File: src/rtl/centroid_div_sched_if.sv
// Frame-statistics in, centroid result out; the block owns the slave side.
interface centroid_div_sched_if #(
    parameter int INPUT_WIDTH = 11,
    parameter int SUM_WIDTH   = 27,
    parameter int COUNT_WIDTH = 19
);
    logic                   enable;
    logic                   frame_done;
    logic [SUM_WIDTH-1:0]   x_sum;
    logic [SUM_WIDTH-1:0]   y_sum;
    logic [COUNT_WIDTH-1:0] total_count;
    logic [INPUT_WIDTH-1:0] x_position;
    logic [INPUT_WIDTH-1:0] y_position;
    logic                   pos_valid;
    logic                   busy;
    logic                   overrun;

    modport master (
        output enable, frame_done, x_sum, y_sum, total_count,
        input  x_position, y_position, pos_valid, busy, overrun
    );

    modport slave (
        input  enable, frame_done, x_sum, y_sum, total_count,
        output x_position, y_position, pos_valid, busy, overrun
    );
endinterface

File: src/rtl/centroid_div_sched.sv
// Centroid = sum/count via one shared restoring divider, x then y.
// Latency 56 cycles for an object, 2 cycles under threshold; no backpressure, frames arriving while busy are dropped and flagged.
// Outputs are registered and hold between result pulses.
module centroid_div_sched #(
    parameter int INPUT_WIDTH  = 11,
    parameter int SUM_WIDTH    = 27,
    parameter int COUNT_WIDTH  = 19,
    parameter int COUNT_THRESH = 40
) (
    input  logic                 clk,
    input  logic                 aresetn,
    centroid_div_sched_if.slave  bus
);
    localparam int IW  = INPUT_WIDTH;
    localparam int SW  = SUM_WIDTH;
    localparam int CW  = COUNT_WIDTH;
    localparam int ITW = (SW > 1) ? $clog2(SW) : 1;

    localparam logic [IW-1:0] NO_OBJ  = {IW{1'b1}};
    localparam logic [IW-1:0] SAT_IW  = {{(IW-1){1'b1}}, 1'b0};
    localparam logic [SW-1:0] SAT_SW  = {{(SW-IW){1'b0}}, SAT_IW};
    localparam logic [CW-1:0] THRESH  = CW'(COUNT_THRESH);
    localparam logic [ITW-1:0] LAST_IT = ITW'(SW - 1);

    typedef enum logic [2:0] {IDLE, CHECK, DIV_X, DIV_Y, DONE} state_t;

    state_t          state_q;
    logic [SW-1:0]   dq_q;      // dividend shifts out the top, quotient shifts in the bottom
    logic [SW-1:0]   ysum_q;
    logic [CW-1:0]   cnt_q;
    logic [CW-1:0]   rem_q;
    logic [ITW-1:0]  iter_q;
    logic [IW-1:0]   xres_q;
    logic [IW-1:0]   xpos_q;
    logic [IW-1:0]   ypos_q;
    logic            pv_q;
    logic            busy_q;
    logic            ovr_q;

    logic [CW:0]     trial_d;
    logic            ge_d;
    logic [CW-1:0]   rem_d;
    logic [SW-1:0]   dq_d;
    logic [IW-1:0]   sat_d;
    logic            last_d;

    // When the trial fits, the true difference is below cnt_q, so CW-bit modular subtraction is exact.
    assign trial_d = {rem_q, dq_q[SW-1]};
    assign ge_d    = (trial_d >= {1'b0, cnt_q});
    assign rem_d   = ge_d ? (trial_d[CW-1:0] - cnt_q) : trial_d[CW-1:0];
    assign dq_d    = {dq_q[SW-2:0], ge_d};
    assign sat_d   = (dq_d > SAT_SW) ? SAT_IW : dq_d[IW-1:0];
    assign last_d  = (iter_q == LAST_IT);

    always_ff @(posedge clk or negedge aresetn) begin
        if (!aresetn) begin
            state_q <= IDLE;
            dq_q    <= '0;
            ysum_q  <= '0;
            cnt_q   <= '0;
            rem_q   <= '0;
            iter_q  <= '0;
            xres_q  <= '0;
            xpos_q  <= '0;
            ypos_q  <= '0;
            pv_q    <= 1'b0;
            busy_q  <= 1'b0;
            ovr_q   <= 1'b0;
        end else if (!bus.enable) begin
            state_q <= IDLE;
            dq_q    <= '0;
            ysum_q  <= '0;
            cnt_q   <= '0;
            rem_q   <= '0;
            iter_q  <= '0;
            xres_q  <= '0;
            xpos_q  <= '0;
            ypos_q  <= '0;
            pv_q    <= 1'b0;
            busy_q  <= 1'b0;
            ovr_q   <= 1'b0;
        end else begin
            pv_q <= 1'b0;
            if (bus.frame_done && (state_q != IDLE))
                ovr_q <= 1'b1;

            case (state_q)
                IDLE: begin
                    if (bus.frame_done) begin
                        dq_q    <= bus.x_sum;
                        ysum_q  <= bus.y_sum;
                        cnt_q   <= bus.total_count;
                        rem_q   <= '0;
                        iter_q  <= '0;
                        busy_q  <= 1'b1;
                        state_q <= CHECK;
                    end
                end
                CHECK: begin
                    if (cnt_q < THRESH) begin
                        xpos_q  <= NO_OBJ;
                        ypos_q  <= NO_OBJ;
                        pv_q    <= 1'b1;
                        state_q <= DONE;
                    end else begin
                        state_q <= DIV_X;
                    end
                end
                DIV_X: begin
                    dq_q   <= dq_d;
                    rem_q  <= rem_d;
                    iter_q <= iter_q + 1'b1;
                    if (last_d) begin
                        xres_q  <= sat_d;
                        dq_q    <= ysum_q;
                        rem_q   <= '0;
                        iter_q  <= '0;
                        state_q <= DIV_Y;
                    end
                end
                DIV_Y: begin
                    dq_q   <= dq_d;
                    rem_q  <= rem_d;
                    iter_q <= iter_q + 1'b1;
                    if (last_d) begin
                        xpos_q  <= xres_q;
                        ypos_q  <= sat_d;
                        pv_q    <= 1'b1;
                        iter_q  <= '0;
                        state_q <= DONE;
                    end
                end
                DONE: begin
                    busy_q  <= 1'b0;
                    state_q <= IDLE;
                end
                default: begin
                    busy_q  <= 1'b0;
                    state_q <= IDLE;
                end
            endcase
        end
    end

    assign bus.x_position = xpos_q;
    assign bus.y_position = ypos_q;
    assign bus.pos_valid  = pv_q;
    assign bus.busy       = busy_q;
    assign bus.overrun    = ovr_q;
endmodule

File: src/flat_wrapper.sv
// flat-port wrapper written by rule: the top's interface ports become plain ports
module centroid_div_sched_flat 
#(
    parameter int INPUT_WIDTH  = 11,
    parameter int SUM_WIDTH    = 27,
    parameter int COUNT_WIDTH  = 19,
    parameter int COUNT_THRESH = 40
)
  (clk, aresetn, bus_enable, bus_frame_done, bus_x_sum, bus_y_sum, bus_total_count, bus_x_position, bus_y_position, bus_pos_valid, bus_busy, bus_overrun);
  centroid_div_sched_if #(.INPUT_WIDTH(INPUT_WIDTH), .SUM_WIDTH(SUM_WIDTH), .COUNT_WIDTH(COUNT_WIDTH)) bus_i ();
  input  logic clk;
  input  logic aresetn;
  input wire logic [$bits(bus_i.enable)-1:0] bus_enable;
  input wire logic [$bits(bus_i.frame_done)-1:0] bus_frame_done;
  input wire logic [$bits(bus_i.x_sum)-1:0] bus_x_sum;
  input wire logic [$bits(bus_i.y_sum)-1:0] bus_y_sum;
  input wire logic [$bits(bus_i.total_count)-1:0] bus_total_count;
  output wire logic [$bits(bus_i.x_position)-1:0] bus_x_position;
  output wire logic [$bits(bus_i.y_position)-1:0] bus_y_position;
  output wire logic [$bits(bus_i.pos_valid)-1:0] bus_pos_valid;
  output wire logic [$bits(bus_i.busy)-1:0] bus_busy;
  output wire logic [$bits(bus_i.overrun)-1:0] bus_overrun;
  assign bus_i.enable = bus_enable;
  assign bus_i.frame_done = bus_frame_done;
  assign bus_i.x_sum = bus_x_sum;
  assign bus_i.y_sum = bus_y_sum;
  assign bus_i.total_count = bus_total_count;
  assign bus_x_position = bus_i.x_position;
  assign bus_y_position = bus_i.y_position;
  assign bus_pos_valid = bus_i.pos_valid;
  assign bus_busy = bus_i.busy;
  assign bus_overrun = bus_i.overrun;
  centroid_div_sched #(.INPUT_WIDTH(INPUT_WIDTH), .SUM_WIDTH(SUM_WIDTH), .COUNT_WIDTH(COUNT_WIDTH), .COUNT_THRESH(COUNT_THRESH)) u_core (.clk(clk), .aresetn(aresetn), .bus(bus_i));
endmodule
File: config.mk
export PLATFORM = sky130hd
export DESIGN_NAME = centroid_div_sched_flat
export DESIGN_NICKNAME = d
export VERILOG_FILES = /design/src/rtl/centroid_div_sched_if.sv /design/src/rtl/centroid_div_sched.sv /design/src/flat_wrapper.sv
export SDC_FILE = /design/constraint.sdc
export NUM_CORES = 1
export LEC_CHECK = 0
export CORE_UTILIZATION = 45
export CTS_BUF_LIST = sky130_fd_sc_hd__clkbuf_8
export CTS_CLUSTER_DIAMETER = 100
export DETAILED_ROUTE_END_ITERATION = 10
export PLACE_DENSITY = 0.64
export SETUP_SLACK_MARGIN = 0.1
export SYNTH_ARGS = -nofsm -noshare
export SYNTH_HDL_FRONTEND = slang
export SYNTH_SLANG_ARGS = --single-unit
File: constraint.sdc
create_clock -name clk -period 3.3 [get_ports clk]
set_input_delay 0.66 -clock clk [delete_from_list [all_inputs] [get_ports clk]]
set_output_delay 0.66 -clock clk [all_outputs]
set_load 0.02 [all_outputs]
After elaboration in Yosys (flattened, before gate mapping)

Index checks and enable logic that the tools add are counted.
W data, S select, Z words.

Memories kept: 0
Register bits after elaboration: 136
Bits in writable memories: 0
Output and inout port bits: 25
Memory bits (read-only): 0
Logic and storage cells: 90
Latch bits: 0
Bits of input ports: 77

Shift operators: 0
Equality and inequality tests: 17
Multiply operators: 0
Reductions and logical operators: 12
$lt $le $gt $ge: 3
Multiplexer cells: 44
Bitwise gates (word level): 0
Div/mod/pow operators: 0
$add $sub $neg: 2

Operators with widths:

| operator               | count |
|---|---|
| $mux W27               | 6 |
| $mux W19               | 7 |
| $mux W11               | 8 |
| $pmux W27 S3           | 1 |
| $pmux W19 S3           | 1 |
| $pmux W11 S2           | 2 |
| $gt A27 B11 Y1 const B | 1 |
| $ge A20 B19 Y1         | 1 |
| $lt A19 B6 Y1 const B  | 1 |
| $sub A19 B19 Y19       | 1 |
| $mux W3                | 5 |
| $mux W5                | 3 |
| $ne A3 B2 Y1 const B   | 4 |
| $pmux W3 S4            | 1 |
| $ne A2 B1 Y1 const B   | 5 |
| $pmux W5 S2            | 1 |
| $reduce_and A2 Y1      | 5 |
| $mux W1                | 7 |
| $eq A3 B2 Y1 const B   | 2 |
| $reduce_and A3 Y1      | 2 |
| $add A5 B1 Y5 const B  | 1 |
| $eq A5 B5 Y1 const B   | 1 |
| $ne A4 B1 Y1 const B   | 1 |
| $pmux W1 S2            | 2 |
| other kinds (9)        | 9 |

Depth between registers and ports, before layout

Word-level depth: 6
Mapped depth: 12
Depth with buffers taken out: 11

Least setup slack after synthesis

Ideal clock, no wire load.

Kind: register to register
Start point: register u_core.dq_q[26]
End point: register u_core.rem_q[14]
Library setup time: 132 ps
Slack: 701 ps
Required time: 3,168 ps
Arrival: 2,466 ps
Path buffers: 1
Cell stages (with the launch flop): 12
Clock period less this slack: 2,599 ps
Cells stage by stage: dfrtp_1 -> inv_1 -> ha_1 -> inv_1 -> fa_1 -> a21o_1 -> a221o_1 -> a211o_1 -> o22ai_2 -> buf_4 -> mux2i_1 -> o21ai_1

Word-level cells in the longest chain between the ends: 5
Elaborated cells between the ends (all ways): 6
Those cells by class: 1 x add/sub; 1 x order compare; 4 x mux

RTL lines:

| element                                                   | RTL line                                           | source |
|---|---|---|
| start, declared                                           | centroid_div_sched.sv:28                           | `logic [SW-1:0] dq_q;` |
| start signal, assigned                                    | centroid_div_sched.sv:90                           | `dq_q <= bus.x_sum;` |
| start signal, assigned                                    | centroid_div_sched.sv:110                          | `dq_q <= dq_d;` |
| start signal, assigned                                    | centroid_div_sched.sv:115                          | `dq_q <= ysum_q;` |
| $sub A19 B19 Y19 / $ge A20 B19 Y1 (equally long branches) | centroid_div_sched.sv:50, centroid_div_sched.sv:49 |  |
| $mux W19 *                                                | centroid_div_sched.sv:50                           | `assign rem_d = ge_d ? (trial_d[CW-1:0] - cnt_q) : trial_d[CW-1:0];` |
| $mux W19                                                  | centroid_div_sched.sv:113                          | `if (last_d) begin` |
| $pmux W19 S3 *                                            | centroid_div_sched.sv:87                           | `case (state_q)` |
| $mux W19 *                                                | centroid_div_sched.sv:69                           | `end else if (!bus.enable) begin` |
| end signal, assigned                                      | centroid_div_sched.sv:111                          | `rem_q <= rem_d;` |
| end signal, assigned                                      | centroid_div_sched.sv:123                          | `rem_q <= rem_d;` |
| end, declared                                             | centroid_div_sched.sv:31                           | `logic [CW-1:0] rem_q;` |

Every way passes the cells marked *; elsewhere a longest branch is shown, timed or not.
A chain may end at the register's enable or synchronous reset.

Worst setup path in the final report

Start point: register u_core.dq_q[26]
End point: register u_core.rem_q[15]

The elaborated chain is that of the path after synthesis.

==> qor.yml <==
clocking:
  postCtsHoldBufs: 0
  clkSinkCount: 136
  post_cts_buffers: 0
  root_buffer: "clkbuf_8"
  ctsResizeCount: 0
  cts-buffers-inserted: 17
  cts-htree-levels: 4
  clkLatencyLatePin_ps: 450
  cts_tree: "yes"
  clkTransAtPathRegs_ps: 80
  clockBufferDepth: 2
place:
  numPortBuffers: 101
  pre_cts_ws_ps: 301
  place_hpwl_um: 12300
  gp_congestion: 0.852
floorplanning:
  die_y_um: 126
  core_area_um2: 14800
  initial_core_util_pct: 46.7
  die_w_um: 126
  num_io_pins: 102
  dieArea_um2: 15800
  core.rowCount: 44
timing:
  worstMarginPinSlew_ps: 808
  worst_slack_ps: 329
  rsz0062_at_grt: "no"
  drv_slew: 0
  period_needed_ps: 2970
  fin_setup_tns_ps: 0
  skew_ps: 10.7
  maxSlewHeadroom_pct: 46.2
  setup_viol_count_final: 0
  clock.fmax_mhz: 337
  post-route-period-util_pct: 90.0
  hold_viol_final: 0
  hold_slack_ps: 234
cells_and_area:
  antenna-diode-count: 0
  most-common-layout-cells: "dfrtp_1 (136), nand2_1 (110), clkdlybuf4s50_1 (100)"
  fin_nets: 908
  post_route_cells_drive_above_1_share_pct: 7.54
  final_common_cell: "dfrtp_1"
  syn_to_final_growth_pct: 22.5
detailed_routing:
  wirelength_um: 17500
  drt_first_pass_iters: 5
  vias: 5837
  drc_errors: 0
  wl_per_cell_um: 17.4
  antenna_left: 0
  routed_via_density: 5.80
  drtIter0Drc: 422
setup_path:
  worstSetupStartpointType: "flop"
  path_class: "reg2reg"
  arrival_ps: 3290
  cpLargestDelayFamily: "compound AO/OA/AOI/OAI gates"
  cp_common_cell: "inv_1"
  reg2reg_from: "u_core.dq_q[26]"
  cp_num_buf_inv: 3
  rrSetupSlack_ps: 330
  critPathMaxFanout: 31
  crit_chain: "inv_1 -> ha_1 -> inv_1 -> fa_1 -> a21o_1 -> a221o_1 -> a211o_1 -> o22ai_2 -> buf_6 -> nand2b_1 -> o21ai_0"
  worstPathRequired_ps: 3620
  endpoint_kind: "flop"
  cp_slowest_cell: "a221o_1"
  reg2regPathDepth: 11
  max_stage_delay_ps: 410
  r2r-end: "u_core.rem_q[15]"
logic_synthesis:
  yosysUniqueCellTypes: 54
  syn-num-nets: 826
  yosys_warnings: 0
  synth_largest_area_cell: "dfrtp_1"
  syn_avg_cell_area_um2: 9.49
  ys_ff_latch: 136
  synth.area.top_cells: "dfrtp_1 (49%), nand2_1 (6.0%), a22o_1 (5.8%), a21oi_1 (5.1%), ha_1 (3.8%)"
  yosysTopAreaCellShare_pct: 49.3
  synth_edf_count: 0
  yosysSeqAreaShare_pct: 49.3
  synth_area_um2: 6900
  async_reset_ff_share_pct: 100
  synth_flop_cell: "dfrtp_1"
  synth_cells: 727
global_route:
  grt_pass1_vias: 5769
  grt_max_degree: 95
  grtUsageTotal_pct: 23.5
  grt_pass1_wl_um: 29400
  antenna_found_initial: 0
  grt_overflow: 0
power_and_ir_drop:
  ir_drop_mv: 0.305
  p_per_area_nw_per_um2: 566
  p_leak_nw: 3.74
  report.power.total_w: 0.00478
worst_hold_path:
  hold_path.class: "in2async"
run:
  cap_violations: 0
outcome:
  status: "completed"
[registers in the layout, summed over array words and instances, names as in the netlist]
| name | cells |
|---|---|
| u_core.bus.pos_valid | 1 |
| u_core.xres_q | 11 |
| u_core.bus.x_position | 11 |
| u_core.cnt_q | 19 |
| u_core.rem_q | 19 |
| u_core.iter_q | 5 |
| u_core.ysum_q | 27 |
| u_core.bus.y_position | 11 |
| u_core.bus.busy | 1 |
| u_core.bus.overrun | 1 |
| u_core.state_q | 3 |
| u_core.dq_q | 27 |
[where the power goes]
| part | internal (W) | switching (W) |
|---|---|---|
| clock network | 0.000693 | 0.000680 |
| logic | 0.000618 | 0.000827 |
| registers | 0.00182 | 0.000146 |
[per-layer routing]
layer | GRT usage (%) | vias to the layer above | part of all wire (%)
met5 | 0 | - | 0
met4 | 7.51 | 0 | 1.4
met3 | 5.35 | 16 | 4.2
met2 | 36.2 | 146 | 46
met1 | 33.0 | 2877 | 49
li1 | - | 2798 | -
[area by class of cell]
class | count | area, um2
Clock buffer | 18 | 248
Inverter | 28 | 105
Multi-Input combinational cell | 512 | 3190
Fill cell | 1295 | 6310
Clock inverter | 14 | 148
Timing Repair Buffer | 114 | 1120
Sequential cell | 136 | 3400
Tap cell | 184 | 230
[worst max path at each step]
| stage | startpoint | endpoint | depth (start not counted) | slack, ps |
|---|---|---|---|---|
| floorplan | u_core.dq_q[26] | u_core.rem_q[14] | 11 | 700 |
| global placement | u_core.dq_q[26] | u_core.rem_q[17] | 11 | 380 |
| detailed placement | u_core.dq_q[26] | u_core.rem_q[15] | 11 | 300 |
| CTS | u_core.dq_q[26] | u_core.rem_q[15] | 11 | 280 |
| global route | u_core.dq_q[26] | u_core.rem_q[15] | 11 | 160 |
| finish | u_core.dq_q[26] | u_core.rem_q[15] | 11 | 330 |
[logic make-up after synthesis]
group                    count (synthesis)  share of synthesized area, %
flip-flops                             136                          49.3
buffers and inverters                   79                          4.70
AND/OR/NAND/NOR                        209                          13.2
XOR/XNOR                                14                          1.78
adder cells (fa/ha/maj)                 22                          4.10
AO/OA/AOI/OAI                          262                          26.2
multiplexers                             5                         0.726
[cells in the mapped netlist (all sizes together), types with 3 or more instances]
master,number
clkbuf,37
ha,21
o211ai,3
a31oi,4
nand4,8
nand2b,5
nand2,110
mux2i,5
o21a,6
and3,3
nor2,43
a32oi,8
buf,14
inv,28
nand3,13
xor2,3
a22o,46
a211oi,4
a21o,8
xnor2,11
nor3,9
o31ai,4
dfrtp,136
o21ai,58
o311ai,4
nor4,5
a21oi,70
o221a,10
nor2b,5
o2bb2ai,22
[metrics by stage]
| step | cell area, um2 | util, % | std cells |
|---|---|---|---|
| after floorplan | 6900 | - | 727 |
| after global placement | 8050 | 54.5 | 974 |
| after detailed placement | 8050 | 54.5 | 974 |
| after CTS | 8440 | 57.2 | 1006 |
| after global routing | 8450 | 57.2 | 1006 |
| final | 8450 | 57.2 | 1006 |
[worst reg2reg max path, stage by stage, from the launching register on]
cell and delay, ps:
dfrtp_1 400, inv_1 60, ha_1 150, inv_1 50
fa_1 400, a21o_1 200, a221o_1 410, a211o_1 370
o22ai_2 140, buf_6 270, nand2b_1 250, o21ai_0 140
(Power assumes the default switching activity.)
